===== src/rtl/blake2_host_drv_pkg.sv =====
// rtl/blake2_host_drv_pkg.sv - shared encodings and constants for the BLAKE2s host driver
package blake2_pkg;

    typedef enum logic [1:0] {
        CMD_CONF  = 2'b00,
        CMD_DATA  = 2'b01,
        CMD_LAST  = 2'b10,
        CMD_ABORT = 2'b11
    } cmd_e;

    typedef enum logic [2:0] {
        ST_IDLE,
        ST_CONF,
        ST_BLOCK,
        ST_GAP,
        ST_WAIT,
        ST_READ
    } host_state_e;

    localparam int BLOCK_BYTES = 64;
    localparam int CONF_BYTES  = 10;
    localparam int MAX_NN      = 32;
    localparam int MAX_KK      = 32;

    // Config frame: kk, nn, then ll little-endian.
    function automatic logic [7:0] conf_byte(input logic [7:0]  kk,
                                             input logic [7:0]  nn,
                                             input logic [63:0] ll,
                                             input logic [5:0]  idx);
        logic [2:0] sh;
        sh = 3'(idx - 6'd2);
        case (idx)
            6'd0:    conf_byte = kk;
            6'd1:    conf_byte = nn;
            default: conf_byte = ll[{sh, 3'b000} +: 8];
        endcase
    endfunction

endpackage


===== src/rtl/blake2_host_drv_if.sv =====
// rtl/blake2_host_drv_if.sv - byte-serial BLAKE2s device bus between host driver and hash core
interface blake2_host_drv_if;
    logic       valid;
    logic [1:0] cmd;
    logic [7:0] data;
    logic       hash_finished;
    logic [7:0] hash;

    modport master (output valid, cmd, data, input hash_finished, hash);
    modport slave  (input valid, cmd, data, output hash_finished, hash);
endinterface


===== src/rtl/blake2_host_blkcnt.sv =====
// rtl/blake2_host_blkcnt.sv - block count and remaining stream bytes for one hash request
module blake2_host_blkcnt (
    input  logic        clk,
    input  logic        reset,
    input  logic        load_i,
    input  logic [7:0]  kk_i,
    input  logic [63:0] ll_i,
    input  logic        take_i,
    input  logic        blk_done_i,
    output logic        stream_left_o,
    output logic        last_blk_o
);
    logic        key_blk;
    logic [57:0] nblk_raw, nblk, blk_q, blk_d;
    logic [64:0] rem_q, rem_d;

    assign key_blk  = (kk_i != 8'd0);
    assign nblk_raw = ll_i[63:6] + 58'(ll_i[5:0] != 6'd0) + 58'(key_blk);
    // An empty unkeyed message still hashes one all-zero block.
    assign nblk     = (nblk_raw == '0) ? 58'd1 : nblk_raw;

    always_comb begin
        rem_d = rem_q;
        blk_d = blk_q;
        if (load_i) begin
            rem_d = {1'b0, ll_i} + {58'd0, key_blk, 6'd0};
            blk_d = nblk;
        end else begin
            if (take_i && rem_q != '0)
                rem_d = rem_q - 65'd1;
            if (blk_done_i && blk_q != '0)
                blk_d = blk_q - 58'd1;
        end
    end

    always_ff @(posedge clk or posedge reset) begin
        if (reset) begin
            rem_q <= '0;
            blk_q <= '0;
        end else begin
            rem_q <= rem_d;
            blk_q <= blk_d;
        end
    end

    assign stream_left_o = (rem_q != '0);
    assign last_blk_o    = (blk_q == 58'd1);
endmodule


===== src/rtl/blake2_host_drv.sv =====
// rtl/blake2_host_drv.sv - BLAKE2s host transmitter; BLAKE2_HOST_TIMEOUT_EN adds a WAIT_HASH abort
module blake2_host_drv
    import blake2_pkg::*;
#(
    parameter int COMPRESS_GAP   = 24,
    parameter int TIMEOUT_CYCLES = 4096
) (
    input  logic                     clk,
    input  logic                     reset,
    input  logic                     req_v_i,
    output logic                     req_rdy_o,
    input  logic [7:0]               kk_i,
    input  logic [7:0]               nn_i,
    input  logic [63:0]              ll_i,
    input  logic                     msg_v_i,
    input  logic [7:0]               msg_i,
    output logic                     msg_rdy_o,
    blake2_host_drv_if.master        dev,
    output logic                     res_v_o,
    output logic [7:0]               res_o,
    output logic                     res_last_o,
    output logic                     err_o
);
    host_state_e state_q, state_d;
    logic [5:0]  idx_q, idx_d;
    logic [15:0] gap_q, gap_d;
    logic [7:0]  kk_q, kk_d, nn_q, nn_d, res_q, res_d;
    logic [63:0] ll_q, ll_d;
    logic        blk_load, byte_take, blk_done, advance;
    logic        stream_left, last_blk;

    blake2_host_blkcnt u_blkcnt (
        .clk           (clk),
        .reset         (reset),
        .load_i        (blk_load),
        .kk_i          (kk_i),
        .ll_i          (ll_i),
        .take_i        (byte_take),
        .blk_done_i    (blk_done),
        .stream_left_o (stream_left),
        .last_blk_o    (last_blk)
    );

`ifdef BLAKE2_HOST_TIMEOUT_EN
    logic [31:0] tmo_q;
    logic        err_q, err_set;

    always_ff @(posedge clk or posedge reset) begin
        if (reset) begin
            tmo_q <= '0;
            err_q <= 1'b0;
        end else begin
            tmo_q <= (state_q == ST_WAIT) ? tmo_q + 32'd1 : '0;
            if (err_set)
                err_q <= 1'b1;
        end
    end
    assign err_o = err_q;
`else
    logic unused_tmo;
    assign unused_tmo = (TIMEOUT_CYCLES != 0);
    assign err_o      = 1'b0;
`endif

    always_comb begin
        state_d    = state_q;
        idx_d      = idx_q;
        gap_d      = gap_q;
        kk_d       = kk_q;
        nn_d       = nn_q;
        ll_d       = ll_q;
        res_d      = res_q;
        blk_load   = 1'b0;
        byte_take  = 1'b0;
        blk_done   = 1'b0;
        advance    = 1'b0;
        req_rdy_o  = 1'b0;
        msg_rdy_o  = 1'b0;
        dev.valid  = 1'b0;
        dev.cmd    = CMD_CONF;
        dev.data   = 8'h00;
        res_v_o    = 1'b0;
        res_last_o = 1'b0;
`ifdef BLAKE2_HOST_TIMEOUT_EN
        err_set    = 1'b0;
`endif
        case (state_q)
            ST_IDLE: begin
                req_rdy_o = 1'b1;
                if (req_v_i) begin
                    kk_d     = kk_i;
                    nn_d     = nn_i;
                    ll_d     = ll_i;
                    blk_load = 1'b1;
                    idx_d    = '0;
                    state_d  = ST_CONF;
                end
            end
            ST_CONF: begin
                dev.valid = 1'b1;
                dev.data  = conf_byte(kk_q, nn_q, ll_q, idx_q);
                idx_d     = idx_q + 6'd1;
                if (idx_q == 6'(CONF_BYTES - 1)) begin
                    idx_d   = '0;
                    state_d = ST_BLOCK;
                end
            end
            ST_BLOCK: begin
                dev.cmd = last_blk ? CMD_LAST : CMD_DATA;
                if (stream_left) begin
                    msg_rdy_o = 1'b1;
                    dev.valid = msg_v_i;
                    dev.data  = msg_i;
                    advance   = msg_v_i;
                    byte_take = msg_v_i;
                end else begin
                    dev.valid = 1'b1;
                    advance   = 1'b1;
                end
                if (advance) begin
                    idx_d = idx_q + 6'd1;
                    if (idx_q == 6'(BLOCK_BYTES - 1)) begin
                        blk_done = 1'b1;
                        gap_d    = '0;
                        state_d  = last_blk ? ST_WAIT : ST_GAP;
                    end
                end
            end
            ST_GAP: begin
                gap_d = gap_q + 16'd1;
                if (gap_q == 16'(COMPRESS_GAP - 1))
                    state_d = ST_BLOCK;
            end
            ST_WAIT: begin
                // Digest byte 0 is already on hash in the cycle finished rises.
                if (dev.hash_finished) begin
                    res_d   = dev.hash;
                    idx_d   = '0;
                    state_d = ST_READ;
                end
`ifdef BLAKE2_HOST_TIMEOUT_EN
                else if (tmo_q == 32'(TIMEOUT_CYCLES - 1)) begin
                    dev.valid = 1'b1;
                    dev.cmd   = CMD_ABORT;
                    err_set   = 1'b1;
                    state_d   = ST_IDLE;
                end
`endif
            end
            ST_READ: begin
                res_v_o = 1'b1;
                res_d   = dev.hash;
                idx_d   = idx_q + 6'd1;
                if (({2'b00, idx_q} + 8'd1) >= nn_q) begin
                    res_last_o = 1'b1;
                    state_d    = ST_IDLE;
                end
            end
            default: state_d = ST_IDLE;
        endcase
    end

    always_ff @(posedge clk or posedge reset) begin
        if (reset) begin
            state_q <= ST_IDLE;
            idx_q   <= '0;
            gap_q   <= '0;
            kk_q    <= '0;
            nn_q    <= '0;
            ll_q    <= '0;
            res_q   <= '0;
        end else begin
            state_q <= state_d;
            idx_q   <= idx_d;
            gap_q   <= gap_d;
            kk_q    <= kk_d;
            nn_q    <= nn_d;
            ll_q    <= ll_d;
            res_q   <= res_d;
        end
    end

    assign res_o = res_v_o ? res_q : 8'h00;
endmodule


===== src/flat_wrapper.sv =====
// flat-port wrapper written by rule: the top's interface ports become plain ports
module blake2_host_drv_flat import blake2_pkg::*;
#(
    parameter int COMPRESS_GAP   = 24,
    parameter int TIMEOUT_CYCLES = 4096
)
  (clk, reset, req_v_i, req_rdy_o, kk_i, nn_i, ll_i, msg_v_i, msg_i, msg_rdy_o, res_v_o, res_o, res_last_o, err_o, dev_valid, dev_cmd, dev_data, dev_hash_finished, dev_hash);
  blake2_host_drv_if dev_i ();
  input  logic clk;
  input  logic reset;
  input  logic req_v_i;
  output logic req_rdy_o;
  input  logic [7:0] kk_i;
  input  logic [7:0] nn_i;
  input  logic [63:0] ll_i;
  input  logic msg_v_i;
  input  logic [7:0] msg_i;
  output logic msg_rdy_o;
  output logic res_v_o;
  output logic [7:0] res_o;
  output logic res_last_o;
  output logic err_o;
  output wire logic [$bits(dev_i.valid)-1:0] dev_valid;
  output wire logic [$bits(dev_i.cmd)-1:0] dev_cmd;
  output wire logic [$bits(dev_i.data)-1:0] dev_data;
  input wire logic [$bits(dev_i.hash_finished)-1:0] dev_hash_finished;
  input wire logic [$bits(dev_i.hash)-1:0] dev_hash;
  assign dev_valid = dev_i.valid;
  assign dev_cmd = dev_i.cmd;
  assign dev_data = dev_i.data;
  assign dev_i.hash_finished = dev_hash_finished;
  assign dev_i.hash = dev_hash;
  blake2_host_drv #(.COMPRESS_GAP(COMPRESS_GAP), .TIMEOUT_CYCLES(TIMEOUT_CYCLES)) u_core (.clk(clk), .reset(reset), .req_v_i(req_v_i), .req_rdy_o(req_rdy_o), .kk_i(kk_i), .nn_i(nn_i), .ll_i(ll_i), .msg_v_i(msg_v_i), .msg_i(msg_i), .msg_rdy_o(msg_rdy_o), .dev(dev_i), .res_v_o(res_v_o), .res_o(res_o), .res_last_o(res_last_o), .err_o(err_o));
endmodule

===== config.mk =====
export PLATFORM = sky130hd
export DESIGN_NAME = blake2_host_drv_flat
export DESIGN_NICKNAME = d
export VERILOG_FILES = /design/src/rtl/blake2_host_drv_pkg.sv /design/src/rtl/blake2_host_drv_if.sv /design/src/rtl/blake2_host_blkcnt.sv /design/src/rtl/blake2_host_drv.sv /design/src/flat_wrapper.sv
export SDC_FILE = /design/constraint.sdc
export NUM_CORES = 1
export LEC_CHECK = 0
export ABC_AREA = 1
export BUFFER_PORTS_ARGS = -buffer_cell sky130_fd_sc_hd__clkbuf_2
export CORE_MARGIN = 8
export CORE_UTILIZATION = 25
export DETAILED_ROUTE_END_ITERATION = 16
export PLACE_DENSITY = 0.52
export SETUP_SLACK_MARGIN = 0.1
export SLEW_MARGIN = 20
export SYNTH_ARGS = -nofsm -noshare
export SYNTH_HDL_FRONTEND = slang
export SYNTH_SLANG_ARGS = --single-unit

===== constraint.sdc =====
create_clock -name clk -period 18.05 [get_ports clk]
set_clock_uncertainty 0.2 [all_clocks]
set_input_delay 1.805 -clock clk [delete_from_list [all_inputs] [get_ports clk]]
set_output_delay 1.805 -clock clk [all_outputs]
set_load 0.01 [all_outputs]

==> impl_metrics.csv, run 1 <==
group,metric,value,unit
finish,layout_commonest_cell,"sky130_fd_sc_hd__nand2_1",
clocking,clkLatencyLatePin,0.55,ns
global_routing,grt_start_max_net_pins,218,
synth,avgSynthCellArea,6.45,um2
worst_hold_path,hp-start,"u_core.ll_q[61]$_DFFE_PP0P_",
critical_path,critical-path-top-cell-by-count,"sky130_fd_sc_hd__nand2_1",
clocking,cts.repair.resized,0,
routing,detailedRoute.firstIterationViolations,2024,
clocking,cts.clk_slew.worst_paths,0.05,ns
critical_path,ff2ff_path_depth,17,
synth,ys_warn_count,0,
critical_path,critical_path_class,"register to primary output",
power,design_power_total,2.95,mW
synth,post-synth-top-area-fraction,0.328,
worst_hold_path,hold_path_end,"u_core.ll_q[61]$_DFFE_PP0P_",
power,p_leak,9.22,nW
critical_path,setup.worst_path.end_class,"primary output",
clocking,cts_tree,"yes",
placed_design,place_worst_setup_slack,12.81,ns
synth,syn-instance-count,2791,
worst_hold_path,holdPathStages,2,
floorplanning,die_outline_area,80900,um2
sta,slew_viol_final,0,
floorplanning,initial_core_utilization,0.252,
routing,via_count,19100,
critical_path,startpoint_of_the_worst_slack_reg_to_reg_timing_path,"u_core.u_blkcnt.rem_q[0]$_DFFE_PP0P_",
synth,dominantRegCellSynth,"sky130_fd_sc_hd__dfrtp_1",
critical_path,worstPathRequired,16.04,ns
placed_design,port_buffers,123,
sta,post-route-period-util,0.324,
synth,synth-seq-area-share,0.328,
clocking,post-cts-setup-buffers,0,
synth,ys_types,55,
placed_design,gpl.final_weighted_congestion,0.992,
synth,synth_enable_flop_cells,0,
sta,timing_worst_slew_pin_value,1.07,ns
floorplanning,core-area,71400,um2
finish,fin_nets,2988,
clocking,cts_buffers,34,
worst_hold_path,hold_class,"register to register",
sta,fmax,0.171,GHz
finish,final_util,0.289,
sta,slew_headroom,0.284,
synth,synth_top_cells_by_area,"sky130_fd_sc_hd__dfrtp_1 (33%), sky130_fd_sc_hd__nand2_1 (15%), sky130_fd_sc_hd__o21ai_0 (8.3%), sky130_fd_sc_hd__nor2_1 (8.3%), sky130_fd_sc_hd__inv_1 (6.6%)",
flow_run,maxCapViolCount,0,
synth,asyncSetResetFlopFracSynth,1.00,
routing,post-route-drc-count,0,
synth,synth.net_count,2911,
critical_path,slowest_stage,"sky130_fd_sc_hd__dfrtp_1",
critical_path,timing.critical_path.from_type,"register",
finish,postLayoutCellArea,20600,um2
sta,finalSetupViolCount,0,
critical_path,cp_slowest_stage_delay,0.80,ns
floorplanning,die-height,284,um
routing,drt_pass1_iterations,5,
finish,area_delta_synth_final,14.4,%
critical_path,worst_ep_arrival_time,3.84,ns
critical_path,path_cells,"clkinv_1 > ha_1 > inv_1 > nor2_1 > nand3_1 > nand2_1 > a21oi_1 > o21ai_0 > nand2_1 > clkbuf_2",
global_routing,total_global_routing_track_utilization,0.184,
routing,post_drt_wl_per_cell,19.9,um
floorplanning,design.portCount,125,
sta,finalWorstSetupSlack,12.21,ns
synth,netlist_area,18000,um2
critical_path,regToRegSetupSlack,13.69,ns
finish,post_route_cells_drive_above_1_share,0.0975,
global_routing,gr-total-overflow,0,
finish,mostFrequentLayoutCells,"sky130_fd_sc_hd__nand2_1 (722), sky130_fd_sc_hd__nor2_1 (395), sky130_fd_sc_hd__inv_1 (316), sky130_fd_sc_hd__o21ai_0 (299), sky130_fd_sc_hd__dfrtp_1 (235)",
clocking,cts_max_path_buffers,3,
critical_path,crit_path_max_fanout,19,
power,p_per_area,143,nW/um2
routing,drt-vias-per-instance,4.96,
sta,final_hold_viol_count,0,
floorplanning,core.rowCount,98,
routing,finalWirelength,76700,um
clocking,clock_tree.root_cell,"sky130_fd_sc_hd__clkbuf_16",
clocking,cts-htree-levels,2,
global_routing,first_global_vias,18200,
critical_path,crit-reg2reg-capture,"u_core.u_blkcnt.rem_q[52]$_DFFE_PP0P_",
sta,grt_setup_unrepaired,"false",
clocking,hold_buffers,0,
sta,fin_crit,5.84,ns
run_status,status,"finished clean",
power,ir_drop,0.0874,mV
sta,finalSetupTns,0,ns
placed_design,place.detailed.hpwl,59400,um
synth,synth_largest_area_cell,"sky130_fd_sc_hd__dfrtp_1",
routing,drtAntennaViolNets,0,
clocking,clkSinkCount,236,
placed_design,dpl_cell_area,19500,um2
floorplanning,die_width,284,um
global_routing,antenna_found_initial,16,
global_routing,grt_pass1_wl,116000,um
synth,ffs_latches_synth,236,
[routing by layer]
layer / vias to the layer above / wire length, um / GRT usage / part of all wire
met2: 697 / 32600 / 0.278 / 0.43
met5: - / 74 / 0 / 0.00096
met4: 12 / 1740 / 0.0465 / 0.023
met1: 9049 / 36000 / 0.262 / 0.47
met3: 116 / 6290 / 0.0416 / 0.082
li1: 9233 / - / - / -
[kinds of logic after synthesis]
| kind of cell | after synthesis | share of synthesized area |
|---|---|---|
| buffers and inverters | 420 | 0.0921 |
| adder cells (fa/ha/maj) | 19 | 0.0136 |
| other | 1 | 0.000208 |
| AO/OA/AOI/OAI | 513 | 0.153 |
| AND/OR/NAND/NOR | 1486 | 0.356 |
| XOR/XNOR | 116 | 0.0564 |
| flip-flops | 236 | 0.328 |
[critical path: cells and delay by family (launching register included)]
family / cells / cell delay (ns)
AO/OA/AOI/OAI: 2 / 0.40
adder cells (fa/ha/maj): 1 / 0.43
buffers and inverters: 3 / 0.93
flip-flops: 1 / 0.80
AND/OR/NAND/NOR: 4 / 0.72
[worst max-delay path by stage]
stage                                      from                          end  slack [ns]  depth (start not counted)
floorplan                                 reset  u_core.gap_q[0]$_DFFE_PP0P_        9.57                          1
global placement    u_core.idx_q[1]$_DFFE_PP0P_                  dev_data[1]       12.76                         10
detailed placement  u_core.idx_q[1]$_DFFE_PP0P_                  dev_data[1]       12.81                         10
CTS                 u_core.idx_q[1]$_DFFE_PP0P_                  dev_data[1]       12.24                         10
global route        u_core.idx_q[1]$_DFFE_PP0P_                  dev_data[1]       11.98                         10
finish              u_core.idx_q[1]$_DFFE_PP0P_                  dev_data[1]       12.21                         10
[cells in the mapped netlist (5+ instances only)]
cell / n
sky130_fd_sc_hd__nor4_1: 17
sky130_fd_sc_hd__nand3b_1: 5
sky130_fd_sc_hd__o211ai_1: 21
sky130_fd_sc_hd__nand2_1: 723
sky130_fd_sc_hd__o22ai_1: 29
sky130_fd_sc_hd__nor2_4: 21
sky130_fd_sc_hd__xor2_1: 109
sky130_fd_sc_hd__buf_1: 9
sky130_fd_sc_hd__inv_2: 10
sky130_fd_sc_hd__nor2_2: 29
sky130_fd_sc_hd__clkbuf_1: 50
sky130_fd_sc_hd__a31oi_1: 7
sky130_fd_sc_hd__o221ai_1: 6
sky130_fd_sc_hd__nor3_1: 57
sky130_fd_sc_hd__nand3_1: 151
sky130_fd_sc_hd__o21ai_1: 24
sky130_fd_sc_hd__o21ai_0: 299
sky130_fd_sc_hd__ha_1: 18
sky130_fd_sc_hd__or2_2: 6
sky130_fd_sc_hd__nand2_2: 14
sky130_fd_sc_hd__a21oi_1: 106
sky130_fd_sc_hd__dfrtp_1: 236
sky130_fd_sc_hd__xnor2_1: 7
sky130_fd_sc_hd__buf_2: 23
sky130_fd_sc_hd__inv_1: 317
sky130_fd_sc_hd__nand4_1: 52
sky130_fd_sc_hd__nor2_1: 396
[flip-flops by register name, indices dropped and copies added, names as in the netlist]
name                   cells
u_core.state_q             3
u_core.ll_q               64
u_core.idx_q               6
u_core.res_q               8
u_core.u_blkcnt.rem_q     65
u_core.nn_q                8
u_core.kk_q                8
u_core.u_blkcnt.blk_q     58
u_core.gap_q              16
[stage by stage]
step	hold slack, ns	std cells
detailed placement	0.259	3782
finish	0.277	3852
global route	0.300	3846
CTS	0.275	3842
global placement	0.263	3782
floorplan	0.237	2791
[cell type report]
type	instances	area, um2
Fill cell	7998	50800
Multi-Input combinational cell	2135	10500
Sequential cell	236	5910
Inverter	330	1250
Tap cell	950	1190
Clock buffer	47	970
Timing Repair Buffer	131	688
Clock inverter	13	113
Antenna cell	10	25.0
[report_power, final]
| part | leakage [nW] | switching, mW | internal, mW |
|---|---|---|---|
| combinational | 5.71 | 0.932 | 0.407 |
| clock | 0.542 | 0.266 | 0.391 |
| sequential | 2.97 | 0.198 | 0.757 |
| total | 9.22 | 1.40 | 1.56 |
No activity file was read; power rests on OpenSTA's default activity.
==> run 2, diff against run 1 <==
- PLACE_DENSITY: 0.52 -> 0.53
- clock period: 18.05 -> 5.37 ns (I/O delays scaled with it)
==> impl_metrics.csv, run 2 (synthesized netlist as in run 1, its figures left out) <==
group,metric,value,unit
sta,fin_crit,4.15,ns
routing,finalWirelength,75900,um
global_routing,gr-total-overflow,0,
power,ir_drop,0.282,mV
sta,finalSetupTns,0,ns
run_status,violations,"negative hold slack",
routing,detailedRoute.firstIterationViolations,1710,
finish,multiInputGateArea,10500,um2
finish,top_regs,"u_core.u_blkcnt.rem_q x65, u_core.ll_q x64, u_core.u_blkcnt.blk_q x58",
clocking,post-cts-setup-buffers,0,
critical_path,worst_ep_arrival_time,3.42,ns
global_routing,antenna_found_initial,18,
worst_hold_path,hold_class,"primary input to async pin",
floorplanning,core-area,71400,um2
power,p_leak,9.32,nW
finish,area_delta_synth_final,15.7,%
finish,largest_register,"u_core.u_blkcnt.rem_q",
run_status,status,"complete, but fails checks",
sta,post-route-period-util,0.774,
critical_path,setup.worst_path.end_class,"primary output",
critical_path,worstPathRequired,4.63,ns
clocking,cts_tree,"yes",
clocking,clkLatencyLatePin,0.59,ns
finish,regArea,5910,um2
routing,drt-vias-per-instance,4.88,
routing,post-route-drc-count,0,
routing,drt_pass1_iterations,6,
floorplanning,core.rowCount,98,
critical_path,regToRegSetupSlack,1.77,ns
flow_run,maxCapViolCount,0,
critical_path,timing.critical_path.from_type,"register",
sta,slew_headroom,0.354,
clocking,cts.clk_slew.worst_paths,0.06,ns
global_routing,total_global_routing_track_utilization,0.181,
finish,nFillCells,7987,
sta,slew_viol_final,0,
placed_design,place_worst_setup_slack,1.62,ns
clocking,cts_buffers,29,
power,p_per_area,474,nW/um2
clocking,clkSinkCount,236,
floorplanning,design.portCount,125,
routing,drtAntennaViolNets,0,
clocking,cts.repair.resized,0,
finish,fin_nets,3011,
placed_design,port_buffers,123,
clocking,cts-htree-levels,1,
global_routing,grt_start_max_net_pins,158,
critical_path,critical_path_class,"register to primary output",
sta,final_hold_viol_count,4,
floorplanning,initial_core_utilization,0.252,
sta,fmax,0.241,GHz
placed_design,gpl.final_weighted_congestion,0.993,
routing,via_count,18900,
sta,timing_worst_slew_pin_value,0.970,ns
clocking,hold_buffers,22,
critical_path,crit_path_max_fanout,66,
sta,grt_setup_unrepaired,"false",
finish,largest_register_ffs,65,
sta,finalWorstSetupSlack,1.22,ns
floorplanning,die-height,284,um
floorplanning,die_width,284,um
finish,mostFrequentLayoutCells,"sky130_fd_sc_hd__nand2_1 (722), sky130_fd_sc_hd__nor2_1 (395), sky130_fd_sc_hd__inv_1 (316), sky130_fd_sc_hd__o21ai_0 (299), sky130_fd_sc_hd__dfrtp_1 (235)",
global_routing,grt_pass1_wl,114000,um
placed_design,place.detailed.hpwl,59500,um
clocking,clock_tree.root_cell,"sky130_fd_sc_hd__clkbuf_16",
sta,hold-worst-slack,-0.00974,ns
floorplanning,die_outline_area,80900,um2
routing,post_drt_wl_per_cell,19.6,um
clocking,cts_max_path_buffers,3,
sta,finalSetupViolCount,0,
finish,post_route_cells_drive_above_1_share,0.0972,
finish,layout_commonest_cell,"sky130_fd_sc_hd__nand2_1",
global_routing,first_global_vias,18000,
[run 2: per-layer routing]
metal  track usage  wire, um
met4        0.0474      2120
met5             0       104
met3        0.0435      6430
met2         0.276     32200
met1         0.252     35000
[run 2: path summary, 6_finish.rpt]
check	start	to	cells after the start
setup / recovery	u_core.idx_q[0]$_DFFE_PP0P_	dev_data[5]	8
hold / removal	reset	u_core.kk_q[7]$_DFFE_PP0P_	3
setup reg to reg	u_core.idx_q[0]$_DFFE_PP0P_	u_core.u_blkcnt.blk_q[29]$_DFFE_PP0P_	10
hold reg to reg	u_core.ll_q[59]$_DFFE_PP0P_	u_core.ll_q[59]$_DFFE_PP0P_	2
max in group asynchronous	reset	u_core.u_blkcnt.blk_q[44]$_DFFE_PP0P_	3
min in group clk	kk_i[5]	u_core.kk_q[5]$_DFFE_PP0P_	3
[run 2: metrics by stage]
stage | power [mW] | instance area (um2) | std cells | utilization
after floorplan | 6.33 | 18000 | 2791 | -
after global routing | 10.7 | 20800 | 3867 | 0.292
after detailed placement | 7.68 | 19600 | 3788 | 0.274
after CTS | 9.92 | 20800 | 3863 | 0.292
final | 9.87 | 20800 | 3872 | 0.292
after global placement | 7.65 | 19600 | 3788 | 0.274
[run 2: layout make-up]
type / count / share of cell area
inverter: 330 / 0.0599
clock inverter: 15 / 0.0111
clock buffer: 38 / 0.0388
antenna: 9 / 0.00108
multi-input combinational: 2135 / 0.502
tap: 950 / 0.0570
sequential: 236 / 0.283
timing repair buffer: 159 / 0.0470
[run 2: power breakdown]
part	internal, mW	total [mW]	leakage [nW]	switching, mW
clock network	1.34	2.17	0.515	0.830
logic	1.39	4.46	5.83	3.07
registers	2.54	3.24	2.97	0.696
total	5.28	9.87	9.32	4.60
[run 2: worst max-delay path: stages (launching register included)]
cell and delay [ns]:
sky130_fd_sc_hd__dfrtp_2 0.98, sky130_fd_sc_hd__inv_1 0.31, sky130_fd_sc_hd__ha_1 0.29, sky130_fd_sc_hd__nand4_1 0.32, sky130_fd_sc_hd__nand2_1 0.26, sky130_fd_sc_hd__a21oi_1 0.23, sky130_fd_sc_hd__o21ai_0 0.16, sky130_fd_sc_hd__nand2_1 0.13
sky130_fd_sc_hd__clkbuf_2 0.14
==> run 3, diff against run 2 <==
- clock period: 5.37 -> 3.6 ns (I/O delays scaled with it)
==> impl_metrics.csv, run 3 (synthesized netlist as in run 1, its figures left out) <==
group,metric,value,unit
finish,largest_register_ffs,65,
floorplanning,die_width,284,um
finish,area_delta_synth_final,18.9,%
finish,fin_nets,3071,
worst_hold_path,hp-start,"ll_i[13]",
critical_path,ff2ff_path_depth,15,
flow_run,maxCapViolCount,0,
finish,postLayoutCellArea,21400,um2
sta,hold-worst-slack,0.0301,ns
critical_path,worst_ep_arrival_time,2.84,ns
run_status,status,"finished clean",
global_routing,grt_pass1_wl,119000,um
routing,detailedRoute.firstIterationViolations,1939,
clocking,cts_buffers,30,
floorplanning,die-height,284,um
sta,fin_crit,3.40,ns
critical_path,startpoint_of_the_worst_slack_reg_to_reg_timing_path,"u_core.u_blkcnt.rem_q[0]$_DFFE_PP0P_",
sta,finalSetupTns,0,ns
floorplanning,core.rowCount,98,
critical_path,crit-reg2reg-capture,"u_core.u_blkcnt.blk_q[29]$_DFFE_PP0P_",
sta,slew_headroom,0.356,
floorplanning,die_outline_area,80900,um2
power,ir_drop,0.475,mV
clocking,clkLatencyLatePin,0.58,ns
clocking,cts-htree-levels,1,
global_routing,total_global_routing_track_utilization,0.188,
critical_path,crit_path_max_fanout,4,
global_routing,gr-total-overflow,0,
floorplanning,initial_core_utilization,0.252,
finish,final_util,0.300,
sta,final_hold_viol_count,0,
routing,drtAntennaViolNets,0,
critical_path,timing.critical_path.from_type,"register",
placed_design,place.detailed.hpwl,62200,um
finish,post_layout_nonfiller_instances,3929,
clocking,clock_tree.root_cell,"sky130_fd_sc_hd__clkbuf_16",
routing,via_count,19500,
routing,drt_pass1_iterations,5,
finish,largest_register,"u_core.u_blkcnt.rem_q",
placed_design,dpl.cell_count,3819,
routing,finalWirelength,79100,um
critical_path,critical_path_class,"register to primary output",
global_routing,grt_start_max_net_pins,182,
worst_hold_path,hold_path_end,"u_core.ll_q[13]$_DFFE_PP0P_",
worst_hold_path,holdPathStages,3,
sta,finalWorstSetupSlack,0.197,ns
power,p_per_area,696,nW/um2
critical_path,regToRegSetupSlack,0.47,ns
sta,grt_setup_unrepaired,"true",
clocking,clkSinkCount,236,
clocking,cts_tree,"yes",
finish,post_route_cells_drive_above_1_share,0.107,
finish,layout_commonest_cell,"sky130_fd_sc_hd__nand2_1",
sta,fmax,0.294,GHz
sta,slew_viol_final,0,
sta,timing_worst_slew_pin_value,0.966,ns
finish,mostFrequentLayoutCells,"sky130_fd_sc_hd__nand2_1 (721), sky130_fd_sc_hd__nor2_1 (395), sky130_fd_sc_hd__inv_1 (316), sky130_fd_sc_hd__o21ai_0 (298), sky130_fd_sc_hd__dfrtp_1 (235)",
power,p_leak,9.61,nW
routing,post-route-drc-count,0,
critical_path,worstPathRequired,3.04,ns
sta,post-route-period-util,0.945,
clocking,cts_max_path_buffers,3,
floorplanning,core-area,71400,um2
finish,top_regs,"u_core.u_blkcnt.rem_q x65, u_core.ll_q x64, u_core.u_blkcnt.blk_q x58",
placed_design,place_worst_setup_slack,0.210,ns
global_routing,antenna_found_initial,7,
placed_design,port_buffers,123,
power,design_power_total,14.9,mW
placed_design,dpl_cell_area,19900,um2
global_routing,first_global_vias,18800,
clocking,cts.clk_slew.worst_paths,0.06,ns
routing,post_drt_wl_per_cell,20.1,um
critical_path,setup.worst_path.end_class,"primary output",
sta,finalSetupViolCount,0,
worst_hold_path,hold_class,"primary input to register",
floorplanning,design.portCount,125,
routing,drt-vias-per-instance,4.95,
placed_design,gpl.final_weighted_congestion,0.985,
run 3: cell types whose count changed in the layout (fill, tap and decap cells not counted), sizes merged:
| cell | previous run | this run |
|---|---|---|
| buf | 14 | 48 |
| dlygate4sd3 | 22 | 47 |
| clkbuf | 161 | 167 |
| bufinv | 6 | 3 |
| clkinv | 10 | 8 |
| diode | 9 | 7 |
| inv | 327 | 326 |
run 3: what timing repair did:
action / in CTS / in global routing
hold endpoints to repair: 75 / 0
pin swaps: 1 / 2
resized for setup: 2 / 4
setup buffers: 1 / 2
hold buffers: 47 / 0
endpoints found under the setup margin: 5 / 10
run 3: final cells by class:
cell class,count,area (um2)
Tap cell,950,1190
Clock buffer,44,863
Inverter,330,1250
Antenna cell,7,17.5
Sequential cell,236,5910
Clock inverter,9,134
Fill cell,7971,49900
Multi-Input combinational cell,2135,10500
Timing Repair Buffer,218,1580
run 3: worst max-delay path by stage:
stage                                                      from                                    to  depth (start not counted)  slack, ns
after CTS                           u_core.idx_q[1]$_DFFE_PP0P_                           dev_data[7]                         11       0.13
final                     u_core.u_blkcnt.blk_q[24]$_DFFE_PP0P_                            dev_cmd[1]                          9       0.20
after global placement                                  kk_i[0]  u_core.u_blkcnt.blk_q[0]$_DFFE_PP0P_                         19       0.19
after floorplan                                           reset           u_core.gap_q[0]$_DFFE_PP0P_                          1      -0.05
after global routing                                    kk_i[1]  u_core.u_blkcnt.blk_q[0]$_DFFE_PP0P_                         23       0.02
after detailed placement                                kk_i[0]  u_core.u_blkcnt.blk_q[0]$_DFFE_PP0P_                         22       0.21
run 3: per-layer routing:
| layer | GRT usage | up-vias | part of all wire |
|---|---|---|---|
| met5 | 0 | - | 0.00016 |
| met4 | 0.0473 | 2 | 0.025 |
| met3 | 0.0402 | 118 | 0.086 |
| met2 | 0.289 | 718 | 0.43 |
| met1 | 0.267 | 9240 | 0.46 |
| li1 | - | 9387 | - |
run 3: worst max-delay path, cell delays in order, from the launching register on:
cell	delay, ns
sky130_fd_sc_hd__dfrtp_1	0.43
sky130_fd_sc_hd__nor2_1	0.25
sky130_fd_sc_hd__nand2_1	0.11
sky130_fd_sc_hd__nor2_1	0.18
sky130_fd_sc_hd__inv_1	0.13
sky130_fd_sc_hd__nor4_1	0.52
sky130_fd_sc_hd__nand4_1	0.15
sky130_fd_sc_hd__buf_4	0.20
sky130_fd_sc_hd__nor2_1	0.14
sky130_fd_sc_hd__clkbuf_2	0.16
run 3: where the power goes:
group          total, mW  switching, mW  internal, mW
logic               7.05           4.82          2.23
registers           4.76          0.964          3.79
clock network       3.10           1.24          1.86
